===== src/rtl/ddr_tx_word_serializer_pkg.sv =====
// Shared types, framing constants and word-build helpers for the HDR-DDR
// transmit word serializer.
package ddr_tx_pkg;

    typedef enum logic [2:0] {
        ST_IDLE,
        ST_FETCH,
        ST_SHIFT_DATA,
        ST_SHIFT_CRC,
        ST_DONE
    } state_t;

    localparam logic [1:0] DATA_PREAMBLE = 2'b11;
    localparam logic [1:0] CRC_PREAMBLE  = 2'b01;
    localparam logic [3:0] CRC_TOKEN     = 4'hC;
    localparam logic [4:0] CRC5_INIT     = 5'b11111;
    // x^5 + x^2 + 1, with the x^5 term implied by the shift-out
    localparam logic [4:0] CRC5_POLY     = 5'b00101;

    localparam int WORD_BITS     = 20;
    localparam int CRC_WORD_BITS = 11;

    // {PA1, PA0}: PA1 covers the odd data bits, PA0 the even bits inverted
    function automatic logic [1:0] ddr_parity(input logic [15:0] d);
        logic pa1;
        logic pa0;
        pa1 = 1'b0;
        pa0 = 1'b1;
        for (int k = 0; k < 8; k++) begin
            pa1 = pa1 ^ d[2*k+1];
            pa0 = pa0 ^ d[2*k];
        end
        return {pa1, pa0};
    endfunction

    // Full 20-bit data word, MSB is the first bit on the wire
    function automatic logic [19:0] ddr_data_word(input logic [15:0] d);
        return {DATA_PREAMBLE, d, ddr_parity(d)};
    endfunction

endpackage


===== src/rtl/ddr_tx_word_serializer_if.sv =====
// Register-file read bus between the serializer (master) and the register
// file (slave). Read data is valid one cycle after the read strobe.
interface ddr_tx_word_serializer_if #(
    parameter int ADDR_W = 10
);
    logic              o_regf_rd_en;
    logic [ADDR_W-1:0] o_regf_addr;
    logic [7:0]        i_regf_data;

    modport master (
        output o_regf_rd_en,
        output o_regf_addr,
        input  i_regf_data
    );

    modport slave (
        input  o_regf_rd_en,
        input  o_regf_addr,
        output i_regf_data
    );
endinterface


===== src/rtl/ddr_tx_word_serializer_crc.sv =====
// One-byte CRC5 step, MSB of the byte first.
module ddr_crc5_byte
    import ddr_tx_pkg::*;
(
    input  logic [4:0] crc_in,
    input  logic [7:0] byte_in,
    output logic [4:0] crc_out
);

    // Eight serial LFSR steps unrolled into one combinational update
    always_comb begin
        logic [4:0] c;
        logic       fb;
        c  = crc_in;
        fb = 1'b0;
        for (int k = 7; k >= 0; k--) begin
            fb = c[4] ^ byte_in[k];
            c  = {c[3:0], 1'b0} ^ (fb ? CRC5_POLY : 5'b00000);
        end
        crc_out = c;
    end

endmodule


===== src/rtl/ddr_tx_word_serializer.sv =====
// HDR-DDR transmit serializer: fetches payload byte pairs from the register
// file, frames them as 20-bit DDR data words, appends the CRC word and
// shifts one bit per SCL edge strobe.
module ddr_tx_word_serializer
    import ddr_tx_pkg::*;
#(
    parameter int         LEN_W    = 16,
    parameter int         ADDR_W   = 10,
    parameter bit         CRC_EN   = 1'b1,
    parameter logic [7:0] PAD_BYTE = 8'h00
) (
    input  logic                i_sys_clk,
    input  logic                i_sys_rst,
    input  logic                i_start,
    input  logic [LEN_W-1:0]    i_data_len,
    input  logic [ADDR_W-1:0]   i_base_addr,
    input  logic                i_scl_edge,
    input  logic                i_abort,
    ddr_tx_word_serializer_if.master regf,
    output logic                o_sda,
    output logic                o_sda_oe,
    output logic                o_busy,
    output logic                o_done,
    output logic                o_len_err
);

    // Fetch engine phases: 0 idle, 1 first read, 2 capture high byte and
    // optional second read, 3 capture low byte and load the shifter.
    localparam logic [1:0] FPH_IDLE = 2'd0;
    localparam logic [1:0] FPH_RD0  = 2'd1;
    localparam logic [1:0] FPH_RD1  = 2'd2;
    localparam logic [1:0] FPH_LOAD = 2'd3;

    state_t            state_q,  state_d;
    logic [1:0]        fph_q,    fph_d;
    logic [ADDR_W-1:0] addr_q,   addr_d;
    logic [LEN_W-1:0]  rem_q,    rem_d;
    logic [7:0]        hi_q,     hi_d;
    logic              lo_rd_q,  lo_rd_d;
    logic [4:0]        crc_q,    crc_d;
    logic [19:0]       sh_q,     sh_d;
    logic [4:0]        bcnt_q,   bcnt_d;
    logic              sda_q,    sda_d;
    logic              oe_q,     oe_d;
    logic              done_q,   done_d;
    logic              lerr_q,   lerr_d;

    logic [7:0]        lo_byte;
    logic [7:0]        crc_byte;
    logic [4:0]        crc_step;

    // Low byte comes from the second read, or is padding for an odd tail
    assign lo_byte  = lo_rd_q ? regf.i_regf_data : PAD_BYTE;
    // The single CRC step sees the high byte in phase 2, the low byte in phase 3
    assign crc_byte = (fph_q == FPH_RD1) ? regf.i_regf_data : lo_byte;

    ddr_crc5_byte u_crc (
        .crc_in  (crc_q),
        .byte_in (crc_byte),
        .crc_out (crc_step)
    );

    assign regf.o_regf_rd_en = (fph_q == FPH_RD0) ||
                               ((fph_q == FPH_RD1) && (rem_q != '0));
    assign regf.o_regf_addr  = addr_q;
    assign o_sda             = sda_q;
    assign o_sda_oe          = oe_q;
    assign o_busy            = (state_q != ST_IDLE);
    assign o_done            = done_q;
    assign o_len_err         = lerr_q;

    // Next-state, fetch sequencing and bit emission
    always_comb begin
        state_d = state_q;
        fph_d   = fph_q;
        addr_d  = addr_q;
        rem_d   = rem_q;
        hi_d    = hi_q;
        lo_rd_d = lo_rd_q;
        crc_d   = crc_q;
        sh_d    = sh_q;
        bcnt_d  = bcnt_q;
        sda_d   = sda_q;
        oe_d    = oe_q;
        done_d  = 1'b0;
        lerr_d  = 1'b0;

        if ((state_q != ST_IDLE) && i_abort) begin
            // Abort wins over a coincident edge; in-flight read data is dropped
            state_d = ST_IDLE;
            fph_d   = FPH_IDLE;
            rem_d   = '0;
            bcnt_d  = '0;
            sda_d   = 1'b0;
            oe_d    = 1'b0;
            crc_d   = CRC5_INIT;
        end else begin
            case (fph_q)
                FPH_RD0: begin
                    addr_d = addr_q + ADDR_W'(1);
                    rem_d  = rem_q - LEN_W'(1);
                    fph_d  = FPH_RD1;
                end
                FPH_RD1: begin
                    hi_d  = regf.i_regf_data;
                    crc_d = crc_step;
                    if (rem_q != '0) begin
                        addr_d  = addr_q + ADDR_W'(1);
                        rem_d   = rem_q - LEN_W'(1);
                        lo_rd_d = 1'b1;
                    end else begin
                        lo_rd_d = 1'b0;
                    end
                    fph_d = FPH_LOAD;
                end
                FPH_LOAD: begin
                    crc_d  = crc_step;
                    sh_d   = ddr_data_word({hi_q, lo_byte});
                    bcnt_d = '0;
                    fph_d  = FPH_IDLE;
                    if (state_q == ST_FETCH) begin
                        state_d = ST_SHIFT_DATA;
                    end
                end
                default: ;
            endcase

            case (state_q)
                ST_IDLE: begin
                    if (i_start) begin
                        if (i_data_len == '0) begin
                            lerr_d = 1'b1;
                        end else begin
                            rem_d   = i_data_len;
                            addr_d  = i_base_addr;
                            crc_d   = CRC5_INIT;
                            fph_d   = FPH_RD0;
                            state_d = ST_FETCH;
                        end
                    end
                end
                ST_SHIFT_DATA: begin
                    if (i_scl_edge) begin
                        sda_d  = sh_q[19];
                        sh_d   = {sh_q[18:0], 1'b0};
                        oe_d   = 1'b1;
                        bcnt_d = bcnt_q + 5'd1;
                        if (bcnt_q == 5'(WORD_BITS - 1)) begin
                            // Last bit of this word: prefetch the next one now
                            bcnt_d = '0;
                            if (rem_q != '0) begin
                                fph_d = FPH_RD0;
                            end else if (CRC_EN) begin
                                sh_d    = {CRC_PREAMBLE, CRC_TOKEN, crc_q, 9'b0};
                                state_d = ST_SHIFT_CRC;
                            end else begin
                                state_d = ST_DONE;
                            end
                        end
                    end
                end
                ST_SHIFT_CRC: begin
                    if (i_scl_edge) begin
                        sda_d  = sh_q[19];
                        sh_d   = {sh_q[18:0], 1'b0};
                        bcnt_d = bcnt_q + 5'd1;
                        if (bcnt_q == 5'(CRC_WORD_BITS - 1)) begin
                            bcnt_d  = '0;
                            state_d = ST_DONE;
                        end
                    end
                end
                ST_DONE: begin
                    // Hold edge: release SDA and finish the frame
                    if (i_scl_edge) begin
                        sda_d   = 1'b0;
                        oe_d    = 1'b0;
                        done_d  = 1'b1;
                        crc_d   = CRC5_INIT;
                        state_d = ST_IDLE;
                    end
                end
                default: ;
            endcase
        end
    end

    // State and datapath registers
    always_ff @(posedge i_sys_clk or negedge i_sys_rst) begin
        if (!i_sys_rst) begin
            state_q <= ST_IDLE;
            fph_q   <= FPH_IDLE;
            addr_q  <= '0;
            rem_q   <= '0;
            hi_q    <= '0;
            lo_rd_q <= 1'b0;
            crc_q   <= CRC5_INIT;
            sh_q    <= '0;
            bcnt_q  <= '0;
            sda_q   <= 1'b0;
            oe_q    <= 1'b0;
            done_q  <= 1'b0;
            lerr_q  <= 1'b0;
        end else begin
            state_q <= state_d;
            fph_q   <= fph_d;
            addr_q  <= addr_d;
            rem_q   <= rem_d;
            hi_q    <= hi_d;
            lo_rd_q <= lo_rd_d;
            crc_q   <= crc_d;
            sh_q    <= sh_d;
            bcnt_q  <= bcnt_d;
            sda_q   <= sda_d;
            oe_q    <= oe_d;
            done_q  <= done_d;
            lerr_q  <= lerr_d;
        end
    end

endmodule

===== src/flat_wrapper.sv =====
// flat-port wrapper written by rule: the top's interface ports become plain ports
module ddr_tx_word_serializer_flat import ddr_tx_pkg::*;
#(
    parameter int         LEN_W    = 16,
    parameter int         ADDR_W   = 10,
    parameter bit         CRC_EN   = 1'b1,
    parameter logic [7:0] PAD_BYTE = 8'h00
)
  (i_sys_clk, i_sys_rst, i_start, i_data_len, i_base_addr, i_scl_edge, i_abort, o_sda, o_sda_oe, o_busy, o_done, o_len_err, regf_o_regf_rd_en, regf_o_regf_addr, regf_i_regf_data);
  ddr_tx_word_serializer_if #(.ADDR_W(ADDR_W)) regf_i ();
  input  logic i_sys_clk;
  input  logic i_sys_rst;
  input  logic i_start;
  input  logic [LEN_W-1:0] i_data_len;
  input  logic [ADDR_W-1:0] i_base_addr;
  input  logic i_scl_edge;
  input  logic i_abort;
  output logic o_sda;
  output logic o_sda_oe;
  output logic o_busy;
  output logic o_done;
  output logic o_len_err;
  output wire logic [$bits(regf_i.o_regf_rd_en)-1:0] regf_o_regf_rd_en;
  output wire logic [$bits(regf_i.o_regf_addr)-1:0] regf_o_regf_addr;
  input wire logic [$bits(regf_i.i_regf_data)-1:0] regf_i_regf_data;
  assign regf_o_regf_rd_en = regf_i.o_regf_rd_en;
  assign regf_o_regf_addr = regf_i.o_regf_addr;
  assign regf_i.i_regf_data = regf_i_regf_data;
  ddr_tx_word_serializer #(.LEN_W(LEN_W), .ADDR_W(ADDR_W), .CRC_EN(CRC_EN), .PAD_BYTE(PAD_BYTE)) u_core (.i_sys_clk(i_sys_clk), .i_sys_rst(i_sys_rst), .i_start(i_start), .i_data_len(i_data_len), .i_base_addr(i_base_addr), .i_scl_edge(i_scl_edge), .i_abort(i_abort), .regf(regf_i), .o_sda(o_sda), .o_sda_oe(o_sda_oe), .o_busy(o_busy), .o_done(o_done), .o_len_err(o_len_err));
endmodule

===== config.mk =====
export PLATFORM = sky130hd
export DESIGN_NAME = ddr_tx_word_serializer_flat
export DESIGN_NICKNAME = d
export VERILOG_FILES = /design/src/rtl/ddr_tx_word_serializer_pkg.sv /design/src/rtl/ddr_tx_word_serializer_if.sv /design/src/rtl/ddr_tx_word_serializer_crc.sv /design/src/rtl/ddr_tx_word_serializer.sv /design/src/flat_wrapper.sv
export SDC_FILE = /design/constraint.sdc
export NUM_CORES = 1
export LEC_CHECK = 0
export CAP_MARGIN = 0
export CORE_AREA = 2 2 77 152
export DETAILED_ROUTE_END_ITERATION = 16
export DIE_AREA = 0 0 79 154
export PLACE_DENSITY = 0.68
export SLEW_MARGIN = 20
export SYNTH_ARGS = -nofsm -noshare
export SYNTH_HDL_FRONTEND = slang
export SYNTH_SLANG_ARGS = --single-unit

===== constraint.sdc =====
create_clock -name i_sys_clk -period 2.27 [get_ports i_sys_clk]
set_input_delay 0.227 -clock i_sys_clk [delete_from_list [all_inputs] [get_ports i_sys_clk]]
set_output_delay 0.227 -clock i_sys_clk [all_outputs]
set_load 0.01 [all_outputs]

==> flow_summary.yaml <==
clock_network:
  insertion_delay_ns: 0.34
  cts.root.buffer_cell: "clkbuf_16"
  cts_tree: "done"
  cts_buffer_depth: 2
  cts_htree_levels: 3
  cts.clk_slew.worst_paths_ns: 0.06
  cts_inserted_buffers: 9
  cts.sinks: 74
placed_design:
  port_buffers: 54
  dp_worst_setup_slack_ns: -0.213
  place_area_um2: 6120
  dpl.hpwl_um: 12600
  gp_congestion: 0.925
yosys:
  syn_area_um2: 4930
  synthDistinctLibCells: 75
  synth-edff-count: 0
  yosysWarnings: 0
  yosysTopAreaCell: "dfrtp_1"
  yosysSeqAreaShare: 0.377
  synthArstFlopShare: 1.00
  ys_seq_elements: 74
  postSynthAreaPerCell_um2: 8.83
  synth_common_cells: "69 x dfrtp_1, 48 x nand2_1, 47 x nor2_1"
  syn-instance-count: 558
  synth.net_count: 606
  synth_area_leaders: "dfrtp_1 35%, a21oi_1 4.5%, o21ai_0 4.2%, nand2_1 3.7%, nor2_1 3.6%"
  synth.top_cell.area_share: 0.350
  yosysMostFrequentCell: "dfrtp_1"
  synth_ff_type: "dfrtp_1"
cells_and_area:
  fin_util: 0.598
  n_antenna_cell: 0
  layout.nets: 723
  drive_gt1_frac: 0.221
  stdcell_area_um2: 6550
  area.growth.synth_to_final_pct: 32.9
  fillerInstances: 997
critical_path:
  path_cells: "buf_4 -> ha_1 -> buf_4 -> nor2_1 -> nor2_1 -> dlygate4sd2_1"
  cpPeakStageDelay_ns: 0.41
  r2r_start: "u_core.rem_q[0]"
  path_class: "register to output pin"
  cp.required_ns: 2.04
  slowest_stage: "dfrtp_1"
  crit_path_end_kind: "output pin"
  startpoint_type: "register"
  crit_start: "u_core.fph_q[0]"
  critPathMaxFanout: 5
  cp_data_arrival_time_ns: 1.96
sta:
  slew-limit-headroom: 0.610
  fin_crit_ns: 2.19
  hold_slack_ns: 0.428
  setup_viol: 0
  fin_ws_ns: 0.0792
  finalHoldViolCount: 0
  worstMarginPinSlew_ns: 0.585
  rsz0062_at_grt: "true"
  fmaxAchievable_mhz: 456
  fin_crit_sh: 0.965
  maxSlewViolCount: 0
  finClkSkew_ns: 0.0106
power_and_ir_drop:
  max-vdd-ir-drop_mv: 0.731
  p_leak_nw: 2.69
  power_density_nw_per_um2: 1290
routing:
  drtAntennaViolNets: 0
  drc: 0
  via_per_inst: 6.17
  routedWlPerCell_um: 20.3
  vias: 5061
  firstDrtPassIters: 5
  finalWirelength_um: 16700
  drtIter0Drc: 294
grt:
  grt_overflow: 0
  track_usage: 0.278
  grt_max_degree: 41
  grt_pass1_vias: 5059
  grt_pass1_wl_um: 26100
  antenna_found_initial: 0
floorplanning:
  boundaryPins: 55
  die_area_um2: 12200
  die_h_um: 154
  num_rows: 54
  core_um2: 10900
  start_util: 0.450
  die_w_um: 79
min_path:
  min_path_type: "primary input to async pin"
job:
  drv_cap: 0
status:
  run_status: "completed"
[registers in the layout (all words and copies together) (netlist names), 2 cells and up]
signal,cells
u_core.sh_q,20
u_core.rem_q,16
u_core.regf.o_regf_addr,10
u_core.hi_q,8
u_core.bcnt_q,5
u_core.crc_q,5
u_core.state_q,3
u_core.fph_q,2
[path summary, 6_finish.rpt]
kind	endpoint	slack, ns	cells past startpoint
setup / recovery	regf_o_regf_rd_en	0.08	6
hold / removal	u_core.rem_q[4]	0.43	2
setup reg to reg	u_core.rem_q[14]	0.08	8
hold reg to reg	u_core.sh_q[0]	0.49	2
max in group asynchronous	u_core.crc_q[0]	1.16	3
min in group i_sys_clk	u_core.sh_q[0]	0.49	2
[repair_timing]
action                                  in CTS  in global routing
resized for setup                            7                 24
pin swaps                                    4                  4
setup buffers                                0                  4
endpoints found under the setup margin      10                 27
hold endpoints to repair                    39                  0
hold buffers                                 1                  0
[cell usage in the layout (no fill, tap or decap), types with 8 or more instances in the layout]
cell / synthesis / routed
buf_4: 0 / 79
dfrtp_1: 69 / 68
clkdlybuf4s50_1: 0 / 52
nand2_1: 48 / 47
nor2_1: 47 / 44
a21oi_1: 44 / 43
o21ai_0: 41 / 40
nand3_1: 25 / 24
inv_1: 18 / 17
nor3_1: 15 / 14
xnor2_1: 13 / 13
o211ai_1: 10 / 10
nor4_1: 11 / 9
mux2i_1: 9 / 9
clkbuf_16: 0 / 9
o2bb2ai_1: 8 / 8
a31oi_1: 8 / 8
mux2_2: 8 / 8
[stage by stage]
| step | instances | power (W) | TNS (ns) |
|---|---|---|---|
| 3_5_place_dp | 799 | 0.00688 | -2.53 |
| 2_1_floorplan | 558 | 0.00510 | 0 |
| 6_report | 820 | 0.00845 | 0 |
| 3_3_place_gp | 799 | 0.00678 | -3.30 |
| 5_1_grt | 820 | 0.00897 | -0.0696 |
| 4_1_cts | 816 | 0.00825 | -0.00432 |
[cell families (layout without fill, tap and decap cells)]
kind of cell | Yosys count | count (layout) | synth area share
and+or+nand+nor | 205 | 205 | 0.224
AOI/OAI and AO/OA | 183 | 183 | 0.252
DFF | 74 | 74 | 0.377
buffers and inverters | 48 | 170 | 0.0394
xor gates and xnor gates | 22 | 22 | 0.0477
muxes | 17 | 17 | 0.0366
adders and majority gates | 9 | 9 | 0.0229
[critical path: cells and delay by family (launching register included)]
family | cells | cell delay (ns)
buf+inv | 3 | 0.60
flops | 1 | 0.41
simple gates | 2 | 0.39
fa+ha+maj | 1 | 0.22
[power by group]
part	internal, W	switching, W	total (W)	leakage [nW]
registers	0.00185	0.000631	0.00248	0.900
clock network	0.000737	0.000582	0.00132	0.122
logic	0.00222	0.00243	0.00465	1.67
total	0.00481	0.00365	0.00845	2.69
[per-layer routing]
metal  up-vias  global-route usage  share of wire
met2       200               0.519           0.55
met5         -                   0              0
met4         0               0.165          0.060
met3        56              0.0323          0.038
li1       2348                   -              -
met1      2457               0.285           0.35
[layout make-up]
type / instances / area (um^2) / share of cell area
clock buffers: 11 / 233 / 0.0356
clock inverters: 5 / 32.5 / 0.00497
inverters: 18 / 67.6 / 0.0103
multi-input cells: 436 / 3000 / 0.458
flip-flops and latches: 74 / 1860 / 0.284
well taps: 140 / 175 / 0.0268
repair buffers: 136 / 1180 / 0.181
Power figures use the tool's default switching activity.
==> variant 1 (same settings) <==
Encoding of `state_t`: now one-hot (5 bits for 5 states).
--- a/src/rtl/ddr_tx_word_serializer_pkg.sv
+++ b/src/rtl/ddr_tx_word_serializer_pkg.sv
@@ -4,8 +4,8 @@
 
-    typedef enum logic [2:0] {
-        ST_IDLE,
-        ST_FETCH,
-        ST_SHIFT_DATA,
-        ST_SHIFT_CRC,
-        ST_DONE
+    typedef enum logic [4:0] {
+        ST_IDLE       = 5'b00001,
+        ST_FETCH      = 5'b00010,
+        ST_SHIFT_DATA = 5'b00100,
+        ST_SHIFT_CRC  = 5'b01000,
+        ST_DONE       = 5'b10000
     } state_t;
Formal check against the unedited RTL: no difference found for any inputs over 10 cycles, from zero or initial values and one cycle with i_sys_rst low; not proved beyond that.
==> variant 1 against the unedited design <==
- sequential cell count grew 2
- power shrank 2.1%
- cell count shrank 4.5%
- sequential share of layout area grew 2.4 points
- largest cell class unchanged
- cell area shrank 5.2%
- highest routed layer unchanged
- worst setup slack lost 24 ps
- wire length shrank 13%
- area after synthesis shrank 3.1%
- combinational power shrank 6.7%
- worst hold slack lost 47 ps
==> variant 1: results <==
[detailed_routing]
drt_iter0_drc = 256
wirelength_mm = 14.55
wl_met2_mm = 7.989
wl_met1_mm = 5.017
via_per_inst = 5.978
wl_met3_um = 564
drt_first_pass_iters = 4

[global_routing]
grt_pass1_wl_mm = 23.36
met1_usage_pct = 24.33
grt_pass1_vias = 4849
grtUsageMet3_pct = 2.993
grt_max_degree = 43
grt_usage_pct = 24.59
grt_use_met2_pct = 45.08

[pwr]
p_leak_nw = 2.626
swShare_pct = 42.01
p_switching_mw = 3.475
powerClk_mw = 1.46
p_comb_share_pct = 52.5

[worst_setup_path]
reg2reg_depth = 7
startpoint = u_core.rem_q[9]
cp.arrival_ps = 1990
reg2reg_to = u_core.sh_q[11]

[yosys]
muxShareOfSynthArea_pct = 3.564
synth_compound_area_share_pct = 20.36
synth_nets = 590
yosys.cell_types.count = 68
synth_common_cells = dfrtp_1, nor2_1, a21oi_1
synth-seq-area-share_pct = 39.99
synth_adder_area_share_pct = 2.358
synth.avg_cell_area_um2 = 8.809
synth.area.top_cells = dfrtp_1, a21oi_1, nor2_1, o21ai_0, xnor2_1
synth_xor_area_share_pct = 7.416

[clocking]
insertion_delay_ps = 340

[placed_design]
dp_hpwl_mm = 10.98
pre_cts_ws_ps = -112.9
placement.cell_area_mm2 = 0.005792
place_inst = 763
gp_congestion = 1.024

[outcome]
outcome = finished, final reports clean

[finish]
instances_no_fill = 783
fillCellCount = 1005
largest_register_ffs = 20
drive_gt1_share_pct = 18.35
nNetsFinal = 686

[sta]
hold_slack_ps = 381.4
finClkSkew_ps = 7.081
## variant 1: cell count changes after synthesis, sizes merged, moves of 6 or more
cell / change
o2bb2ai: -8
nand2: -10
a21oi: +7
nor2: +13
o22a: -7
xnor2: +11
o211a: -6
nand3: -7
nand2b: +7
## variant 1: worst register-to-register path: cells and delay by family, from the launching register on
kind,cells,cell delay (ps)
AOI/OAI and AO/OA,1,280
buffers and inverters,1,210
DFF,1,410
and+or+nand+nor,5,1200
## variant 1: repair_timing
action                                 in CTS  in global routing
buffers inserted                            3                  0
endpoints found under the hold margin      28                  0
pin swaps                                   3                  0
setup endpoints to repair                   4                 10
gates resized for setup                     6                  9
hold buffers                                1                  0
## variant 1: final cells by class
type                       instances  area, um^2  area share, %
clock buffer                      10       239.0          3.852
tap                              140       175.2          2.824
clock inverter                     6       63.81          1.029
inverter                          22       82.58          1.331
sequential                        76        1909          30.78
multi-input combinational        414        2711          43.71
timing repair buffer             115        1022          16.48
==> variant 2 (config.mk and constraints unchanged) <==
Made on the original files. `CRC_EN` is set to 1'b1 in 2 places; all go to 1'b0.
--- a/src/rtl/ddr_tx_word_serializer.sv
+++ b/src/rtl/ddr_tx_word_serializer.sv
@@ -8,3 +8,3 @@
     parameter int         ADDR_W   = 10,
-    parameter bit         CRC_EN   = 1'b1,
+    parameter bit         CRC_EN   = 1'b0,
     parameter logic [7:0] PAD_BYTE = 8'h00
--- a/src/flat_wrapper.sv
+++ b/src/flat_wrapper.sv
@@ -5,3 +5,3 @@
     parameter int         ADDR_W   = 10,
-    parameter bit         CRC_EN   = 1'b1,
+    parameter bit         CRC_EN   = 1'b0,
     parameter logic [7:0] PAD_BYTE = 8'h00
Function: same outputs for any inputs over 10 cycles, from zero or initial values and one cycle with i_sys_rst low; that may be too few to reach the edited logic, so the function may still have changed.
==> variant 2 against the unedited design <==
- cell area fell by 17%
- wire length decreased by 27%
- area after synthesis shrank 15%
- first-iteration DRC count down 27%
- sequential cell count shrank 5
- power shrank 13%
- worst setup slack worse by 26 ps
- clock skew decreased by 5.7 ps
==> variant 2: results <==
[placed_design]
placement.cell_area_mm2 = 0.005107
pre_cts_ws_ps = -210.9
gp_congestion = 0.8973
place_inst = 675
dp_hpwl_mm = 9.383

[sta]
max_freq_mhz = 451.0
max_slew_margin_pct = 59.97
finClkSkew_ps = 4.826

[global_routing]
grtUsageMet3_pct = 4.108
grt_pass1_wl_mm = 20.65
met1_usage_pct = 21.21
grt_use_met2_pct = 40.07
grt_max_degree = 43
grt_usage_pct = 21.29
grt_pass1_vias = 4306

[yosys]
muxShareOfSynthArea_pct = 3.118
synth_nets = 512
yosys.cell_types.count = 71
synth.area.top_cells = dfrtp_1, a21oi_1, o21ai_0, nand2_1, nor2_1
synth_compound_area_share_pct = 24.62
synth_common_cells = dfrtp_1, a21oi_1, nand2_1
synth.avg_cell_area_um2 = 8.993
synth-seq-area-share_pct = 41.38

[pwr]
swShare_pct = 41.34
ir_worst_vdd_mv = 0.5630
p_leak_nw = 2.254

[finish]
instances_no_fill = 693
drive_gt1_share_pct = 15.73

[detailed_routing]
wl_met2_mm = 6.925
vias = 4096
wl_met3_um = 507
wl_met1_mm = 4.262

[worst_setup_path]
cp.arrival_ps = 1990
reg2reg_depth = 7
r2r_slack_ps = 110
critical_path.top_delay_family = simple AND/OR/NAND/NOR gates
reg2reg_to = u_core.rem_q[2]
crit_slowest_cell = or3_4
cp_max_fo = 7

[outcome]
outcome = finished, final reports clean
==> variant 2: cell count changes after synthesis, sizes merged, moves of 6 or more <==
cell     change
o22ai       +11
a31oi        +7
nand2        -8
o21ai       -11
nor4         -6
nor2        -10
nand3       -15
o22a         -7
and3         +6
o2bb2ai      -6
==> variant 2: timing repair <==
item	in CTS	in global routing
hold buffers	1	0
pin swaps	1	1
hold endpoints to repair	27	0
setup endpoints to repair	1	15
resized for setup	4	5
setup buffers	3	0
==> variant 2: cell families after synthesis <==
kind of cell | Yosys count
AOI/OAI and AO/OA | 156
xor gates and xnor gates | 13
adders and majority gates | 9
buffers and inverters | 44
DFF | 69
muxes | 12
and+or+nand+nor | 161
==> variant 2: worst min-delay path by stage <==
stage	startpoint	slack (ps)	endpoint	cells past startpoint
3_5_place_dp	i_sys_rst	290	u_core.regf.o_regf_addr[0]	2
5_1_grt	i_data_len[2]	500	u_core.rem_q[2]	3
4_1_cts	i_sys_rst	470	u_core.regf.o_regf_addr[0]	3
3_3_place_gp	i_sys_rst	280	u_core.regf.o_regf_addr[0]	2
6_report	i_sys_rst	450	u_core.regf.o_regf_addr[0]	3
2_1_floorplan	i_sys_rst	-70	u_core.bcnt_q[0]	0
==> variant 2: cell type report <==
class / count / area (um^2)
timing repair buffer: 103 / 919.6
clock inverter: 2 / 12.51
clock buffer: 12 / 236.5
multi-input combinational: 351 / 2271
tap: 140 / 175.2
fill: 1073 / 5544
sequential: 69 / 1727
inverter: 16 / 60.06
==> variant 2: power groups by stage <==
stage / logic [mW] / registers, mW / clock network, mW
after floorplan: 2.39 / 2.11 / 0
after global placement: 3.73 / 2.21 / 0
after detailed placement: 3.80 / 2.22 / 0
after CTS: 3.86 / 2.20 / 1.25
after global routing: 4.26 / 2.28 / 1.30
final: 3.87 / 2.22 / 1.23
